$ cat src/rtl/accum_array_reader_if.sv
// Read-port and output-stream bundle for the accumulator array drain engine.
// master: the drain engine; slave: the array read port plus the host/DMA consumer.
interface accum_array_reader_if #(
   parameter int unsigned ADDR_W = 32,
   parameter int unsigned DATA_W = 64
);
   logic [ADDR_W-1:0]   mem_addr;
   logic                mem_re;
   logic [DATA_W-1:0]   mem_q;
   logic                out_valid;
   logic                out_ready;
   logic [ADDR_W-1:0]   out_addr;
   logic [DATA_W/2-1:0] out_key;
   logic [DATA_W/2-1:0] out_count;

   modport master (
      output mem_addr, mem_re,
      input  mem_q,
      output out_valid, out_addr, out_key, out_count,
      input  out_ready
   );

   modport slave (
      input  mem_addr, mem_re,
      output mem_q,
      input  out_valid, out_addr, out_key, out_count,
      output out_ready
   );
endinterface

$ cat src/rtl/accum_array_reader.sv
// Drain engine for the word-count accumulator array. Scans base..base+len-1 through the
// fixed-latency read port and streams {addr, key, count} out. Reads are only issued when
// the output FIFO has room for everything already in flight, so backpressure never drops data.
module accum_array_reader #(
   parameter int unsigned ADDR_W     = 32,
   parameter int unsigned DATA_W     = 64,
   parameter int unsigned RD_LAT     = 2,
   parameter int unsigned FIFO_DEPTH = 4,
   parameter bit          SKIP_ZERO  = 1'b1
) (
   input  logic                clk,
   input  logic                reset,
   input  logic                start,
   input  logic [ADDR_W-1:0]   base,
   input  logic [ADDR_W-1:0]   len,
   output logic                busy,
   output logic                done,
   output logic [ADDR_W-1:0]   emitted,
   accum_array_reader_if.master bus
);

   localparam int unsigned HALF_W = DATA_W / 2;
   localparam int unsigned PTR_W  = $clog2(FIFO_DEPTH);
   localparam int unsigned CNT_W  = $clog2(FIFO_DEPTH + 1);
   localparam int unsigned LAST   = RD_LAT - 1;

   typedef enum logic [1:0] {StIdle, StIssue, StDrain, StDone} state_e;

   state_e              state_q, state_d;
   logic [ADDR_W-1:0]   addr_q, addr_d;
   logic [ADDR_W-1:0]   remain_q, remain_d;
   logic [ADDR_W-1:0]   emitted_q, emitted_d;

   // Read pipeline: one {valid, addr} per stage, aligned with mem_q at the last stage.
   logic [RD_LAT-1:0]   pvld_q, pvld_d;
   logic [ADDR_W-1:0]   paddr_q [RD_LAT];
   logic [ADDR_W-1:0]   paddr_d [RD_LAT];

   // Output FIFO storage (first-word-fall-through).
   logic [ADDR_W-1:0]   faddr_q [FIFO_DEPTH];
   logic [ADDR_W-1:0]   faddr_d [FIFO_DEPTH];
   logic [DATA_W-1:0]   fdata_q [FIFO_DEPTH];
   logic [DATA_W-1:0]   fdata_d [FIFO_DEPTH];
   logic [PTR_W-1:0]    wr_ptr_q, wr_ptr_d;
   logic [PTR_W-1:0]    rd_ptr_q, rd_ptr_d;
   logic [CNT_W-1:0]    cnt_q, cnt_d;

   int                  in_flight;
   logic                credit_ok;
   logic                issue;
   logic                push;
   logic                pop;

   // Credit accounting: reads in the pipeline already own a FIFO slot.
   always_comb begin
      in_flight = 0;
      for (int i = 0; i < int'(RD_LAT); i++) begin
         if (pvld_q[i]) in_flight = in_flight + 1;
      end
      credit_ok = (int'(cnt_q) + in_flight) < int'(FIFO_DEPTH);
      issue     = (state_q == StIssue) && credit_ok;
      push      = pvld_q[LAST] &&
                  !(SKIP_ZERO && (bus.mem_q[HALF_W-1:0] == '0));
      pop       = (cnt_q != '0) && bus.out_ready;
   end

   // Scan control FSM: next state, read address, remaining count, emitted counter.
   always_comb begin
      state_d   = state_q;
      addr_d    = addr_q;
      remain_d  = remain_q;
      emitted_d = emitted_q;
      if (pop) emitted_d = emitted_q + ADDR_W'(1);
      unique case (state_q)
         StIdle: begin
            if (start) begin
               addr_d    = base;
               remain_d  = len;
               emitted_d = '0;
               state_d   = (len == '0) ? StDone : StIssue;
            end
         end
         StIssue: begin
            if (issue) begin
               addr_d   = addr_q + ADDR_W'(1);
               remain_d = remain_q - ADDR_W'(1);
               if (remain_q == ADDR_W'(1)) state_d = StDrain;
            end
         end
         StDrain: begin
            if ((cnt_q == '0) && (in_flight == 0)) state_d = StDone;
         end
         StDone: begin
            state_d = StIdle;
         end
         default: state_d = StIdle;
      endcase
   end

   // Read pipeline shift and FIFO push/pop bookkeeping.
   always_comb begin
      pvld_d     = pvld_q;
      paddr_d    = paddr_q;
      pvld_d[0]  = issue;
      paddr_d[0] = addr_q;
      for (int i = 1; i < int'(RD_LAT); i++) begin
         pvld_d[i]  = pvld_q[i-1];
         paddr_d[i] = paddr_q[i-1];
      end

      faddr_d  = faddr_q;
      fdata_d  = fdata_q;
      wr_ptr_d = wr_ptr_q;
      rd_ptr_d = rd_ptr_q;
      cnt_d    = cnt_q;
      if (push) begin
         faddr_d[wr_ptr_q] = paddr_q[LAST];
         fdata_d[wr_ptr_q] = bus.mem_q;
         wr_ptr_d          = wr_ptr_q + PTR_W'(1);
      end
      if (pop) rd_ptr_d = rd_ptr_q + PTR_W'(1);
      if (push && !pop)      cnt_d = cnt_q + CNT_W'(1);
      else if (pop && !push) cnt_d = cnt_q - CNT_W'(1);
   end

   // State registers; async reset also discards in-flight reads and FIFO contents.
   always_ff @(posedge clk or posedge reset) begin
      if (reset) begin
         state_q   <= StIdle;
         addr_q    <= '0;
         remain_q  <= '0;
         emitted_q <= '0;
         pvld_q    <= '0;
         paddr_q   <= '{default: '0};
         faddr_q   <= '{default: '0};
         fdata_q   <= '{default: '0};
         wr_ptr_q  <= '0;
         rd_ptr_q  <= '0;
         cnt_q     <= '0;
      end else begin
         state_q   <= state_d;
         addr_q    <= addr_d;
         remain_q  <= remain_d;
         emitted_q <= emitted_d;
         pvld_q    <= pvld_d;
         paddr_q   <= paddr_d;
         faddr_q   <= faddr_d;
         fdata_q   <= fdata_d;
         wr_ptr_q  <= wr_ptr_d;
         rd_ptr_q  <= rd_ptr_d;
         cnt_q     <= cnt_d;
      end
   end

   assign bus.mem_addr  = addr_q;
   assign bus.mem_re    = issue;
   assign bus.out_valid = (cnt_q != '0);
   assign bus.out_addr  = faddr_q[rd_ptr_q];
   assign bus.out_key   = fdata_q[rd_ptr_q][DATA_W-1:HALF_W];
   assign bus.out_count = fdata_q[rd_ptr_q][HALF_W-1:0];
   assign busy          = (state_q != StIdle);
   assign done          = (state_q == StDone);
   assign emitted       = emitted_q;

endmodule
$ cat src/flat_wrapper.sv
// flat-port wrapper written by rule: the top's interface ports become plain ports
module accum_array_reader_flat 
#(
   parameter int unsigned ADDR_W     = 32,
   parameter int unsigned DATA_W     = 64,
   parameter int unsigned RD_LAT     = 2,
   parameter int unsigned FIFO_DEPTH = 4,
   parameter bit          SKIP_ZERO  = 1'b1
)
  (clk, reset, start, base, len, busy, done, emitted, bus_mem_addr, bus_mem_re, bus_mem_q, bus_out_valid, bus_out_addr, bus_out_key, bus_out_count, bus_out_ready);
  accum_array_reader_if #(.ADDR_W(ADDR_W), .DATA_W(DATA_W)) bus_i ();
  input  logic clk;
  input  logic reset;
  input  logic start;
  input  logic [ADDR_W-1:0] base;
  input  logic [ADDR_W-1:0] len;
  output logic busy;
  output logic done;
  output logic [ADDR_W-1:0] emitted;
  output wire logic [$bits(bus_i.mem_addr)-1:0] bus_mem_addr;
  output wire logic [$bits(bus_i.mem_re)-1:0] bus_mem_re;
  input wire logic [$bits(bus_i.mem_q)-1:0] bus_mem_q;
  output wire logic [$bits(bus_i.out_valid)-1:0] bus_out_valid;
  output wire logic [$bits(bus_i.out_addr)-1:0] bus_out_addr;
  output wire logic [$bits(bus_i.out_key)-1:0] bus_out_key;
  output wire logic [$bits(bus_i.out_count)-1:0] bus_out_count;
  input wire logic [$bits(bus_i.out_ready)-1:0] bus_out_ready;
  assign bus_mem_addr = bus_i.mem_addr;
  assign bus_mem_re = bus_i.mem_re;
  assign bus_i.mem_q = bus_mem_q;
  assign bus_out_valid = bus_i.out_valid;
  assign bus_out_addr = bus_i.out_addr;
  assign bus_out_key = bus_i.out_key;
  assign bus_out_count = bus_i.out_count;
  assign bus_i.out_ready = bus_out_ready;
  accum_array_reader #(.ADDR_W(ADDR_W), .DATA_W(DATA_W), .RD_LAT(RD_LAT), .FIFO_DEPTH(FIFO_DEPTH), .SKIP_ZERO(SKIP_ZERO)) u_core (.clk(clk), .reset(reset), .start(start), .base(base), .len(len), .busy(busy), .done(done), .emitted(emitted), .bus(bus_i));
endmodule
$ cat config.mk
export PLATFORM = sky130hd
export DESIGN_NAME = accum_array_reader_flat
export DESIGN_NICKNAME = d
export VERILOG_FILES = /design/src/rtl/accum_array_reader_if.sv /design/src/rtl/accum_array_reader.sv /design/src/flat_wrapper.sv
export SDC_FILE = /design/constraint.sdc
export NUM_CORES = 1
export LEC_CHECK = 0
export BUFFER_PORTS_ARGS = -buffer_cell sky130_fd_sc_hd__buf_4
export CORE_MARGIN = 2
export CORE_UTILIZATION = 30
export CTS_CLUSTER_DIAMETER = 200
export DETAILED_ROUTE_END_ITERATION = 10
export PLACE_DENSITY = 0.55
export SKIP_LAST_GASP = 1
export SYNTH_ARGS = -nofsm -noshare
export SYNTH_HDL_FRONTEND = slang
export SYNTH_SLANG_ARGS = --single-unit
export TNS_END_PERCENT = 20
$ cat constraint.sdc
create_clock -name clk -period 40.3 [get_ports clk]
set_clock_uncertainty 0.15 [all_clocks]
set_input_delay 4.03 -clock clk [delete_from_list [all_inputs] [get_ports clk]]
set_output_delay 4.03 -clock clk [all_outputs]
set_load 0.03 [all_outputs]
==> impl_metrics.csv <==
group,metric,value,unit
global_route,use_met2,26.2,%
logic_synthesis,synth_edf_count,0,
place,pre_cts_ws,32290,ps
global_route,grtUsageMet1,20.1,%
power,p_total,0.00236,W
logic_synthesis,synth_area_leaders,"dfrtp_1 (56%), mux2_2 (18%), mux4_2 (8.7%)",
drt,finalWirelength,65.8,mm
sta,rsz0062_at_grt,"no",
final_layout,nets,2173,
power,p_sw_share,35.9,%
sta,finalSetupTns,0,ps
power,power.leakage,13.2,nW
global_route,busiest_layer,"met2",
logic_synthesis,synth.avg_cell_area,13.9,sq um
sta,slew_headroom,32.2,%
global_route,grt_start_max_net_pins,173,
clocking,clock_sinks,555,
hold_path,hp-class,"register to register",
sta,fin_crit,7330,ps
place,globalplace.congestion,0.822,
clocking,cts_resized,0,
setup_path,crit_path_start_kind,"register",
logic_synthesis,async_flop_share,100,%
logic_synthesis,yosysWarnings,0,
global_route,antenna_found_initial,1,
logic_synthesis,synth_top_cell_by_area,"dfrtp_1",
logic_synthesis,synth_seq_area_share,56.1,%
final_layout,layout-drive-gt1-share,45.1,%
place,dp_hpwl,42.4,mm
drt,drt_first_pass_iters,7,
logic_synthesis,synth_top_area_share,56.1,%
power,seqPwrFrac,35.7,%
setup_path,arrival,3150,ps
drt,routed_via_density,5.06,
place,place_inst,3025,
logic_synthesis,synth-seq-cells,555,
power,power_frac_clock,25.0,%
sta,hold_violations,0,
logic_synthesis,synth_ff_type,"dfrtp_1",
drt,num_vias,15918,
drt,ant_nets,0,
die,start_util,30.2,%
setup_path,end_kind,"output port",
clocking,numCtsBuffers,67,
clocking,cts_tree,"built",
final_layout,final_common_cell,"dfrtp_1",
sta,drv_slew,0,
global_route,overflow,0,
logic_synthesis,syn_area,24800,sq um
clocking,clock_path_buffers,3,
logic_synthesis,synth_cell_types,69,
power,power.density,78.6,nW/um^2
drt,wl_per_cell,20.9,um
sta,fin_ws,32970,ps
sta,worstMarginPinSlew,1020,ps
clocking,clkSlewWorstSetupHoldPaths,60,ps
clocking,ctsRootBufferMaster,"clkbuf_16",
sta,fin_crit_sh,18.2,%
setup_path,cp_max_fo,37,
place,post_dp_cell_area,27900,sq um
drt,drtIter0Drc,936,
power,peakVddDrop,36.8,uV
final_layout,syn_to_final_growth,21.2,%
final_layout,fillCellCount,7871,
global_route,grtUsageTotal,15.5,%
clocking,clock_latency,590,ps
power,pwr-share-comb,39.3,%
job,max-cap-violations,0,
clocking,post_cts_buffers,0,
final_layout,fin_cells,3146,
die,core,82000,sq um
global_route,grt_pass1_wl,102,mm
drt,drc,0,
final_layout,diodes,0,
die,die_w,291,um
power,intPower,0.00151,W
logic_synthesis,synth_cells,1778,
sta,report.final.setup_viol,0,
clocking,cts_max_level,3,
global_route,grt_pass1_vias,17018,
final_layout,design_area,30000,sq um
logic_synthesis,synth_nets,1927,
clocking,holdBufCountCts,0,
final_layout,final_cell_mix,"dfrtp_1 (553), mux2_2 (388), buf_4 (311)",
die,design.die.area,84900,sq um
setup_path,worstPathRequired,36120,ps
die,dieHeight,291,um
place,io_buffers,295,
global_route,use_met3,3.28,%
die,placementRows,105,
sta,fmax,136,MHz
outcome,outcome,"finished, final reports clean",
die,pin_count,296,
power,p_switching,0.000847,W
setup_path,reg2reg_slack,36140,ps
setup_path,worstSetupPathType,"register to output port",
## path summary, 6_finish.rpt
check | from | to | cells past startpoint
setup / recovery | u_core.rd_ptr_q[0] | bus_out_count[19] | 3
hold / removal | u_core.paddr_d[22] | u_core.paddr_q[22] | 0
setup reg to reg | u_core.state_q[1] | u_core.remain_q[26] | 9
hold reg to reg | u_core.paddr_d[22] | u_core.paddr_q[22] | 0
max in group asynchronous | reset | u_core.state_q[1] | 3
min in group asynchronous | reset | u_core.fdata_q[126] | 2
## cells by family after synthesis
| group | share of synthesized area, % |
|---|---|
| adder cells (fa/ha/maj) | 0.889 |
| flip-flops | 56.1 |
| buffers and inverters | 3.27 |
| multiplexers | 27.1 |
| XOR/XNOR | 0.954 |
| AO/OA/AOI/OAI | 4.89 |
| AND/OR/NAND/NOR | 6.81 |
## flip-flops by register name, summed over array words and instances, names as in the netlist
register and cells:
u_core.bus.mem_addr 32, u_core.cnt_q 3, u_core.emitted 32, u_core.faddr_q 128
u_core.fdata_q 256, u_core.paddr_d 32, u_core.paddr_q 32, u_core.pvld_q 2
u_core.rd_ptr_q 2, u_core.remain_q 32, u_core.state_q 2, u_core.wr_ptr_q 2
## synth_stat cells, drive strengths merged, types with 3 or more instances
| cell type | number |
|---|---|
| dfrtp | 555 |
| mux2 | 388 |
| mux4 | 96 |
| buf | 89 |
| nor2 | 66 |
| nand2 | 57 |
| a21oi | 51 |
| clkbuf | 47 |
| o21ai | 45 |
| nor4 | 38 |
| o22ai | 38 |
| nand3 | 36 |
| inv | 29 |
| nand4 | 27 |
| nor3 | 27 |
| xnor2 | 20 |
| mux2i | 19 |
| or3 | 17 |
| ha | 16 |
| and3 | 13 |
| or4 | 11 |
| a211oi | 8 |
| a22oi | 7 |
| and4 | 7 |
| or2 | 7 |
| xor2 | 7 |
| and2 | 5 |
| a31o | 4 |
| a221oi | 3 |
| a31oi | 3 |
| o21a | 3 |
| o31ai | 3 |
## per-stage QoR
stage | utilization [%] | hold slack (ps)
after floorplan | - | 181
after global placement | 34.0 | 182
after detailed placement | 34.0 | 185
after CTS | 36.6 | 196
after global routing | 36.6 | 202
final | 36.6 | 195
## power by group through the flow
stage / combinational, W / clock [W] / sequential, W
global placement: 0.000928 / 0 / 0.000840
floorplan: 0.000693 / 0 / 0.000802
global route: 0.000994 / 0.000635 / 0.000866
CTS: 0.000945 / 0.000611 / 0.000845
finish: 0.000928 / 0.000591 / 0.000843
detailed placement: 0.000944 / 0 / 0.000854
## final cells by class
type	instances	area, sq um	share of cell area [%]
clock inverters	24	213	0.708
inverters	30	120	0.400
repair buffers	313	2370	7.91
well taps	1070	1340	4.46
flip-flops and latches	555	13900	46.3
multi-input cells	1057	10100	33.7
clock buffers	97	1970	6.57
## critical path, cell delays in order (launching register included)
cell and delay, ps:
dfrtp_4 880, buf_4 790, mux4_2 640, buf_4 190
## per-layer routing
| layer | share of wire [%] | vias up |
|---|---|---|
| li1 | - | 7132 |
| met1 | 43 | 8297 |
| met2 | 50 | 410 |
| met3 | 5.7 | 77 |
| met4 | 1.7 | 2 |
| met5 | 0.021 | - |
(Power assumes the default switching activity.)
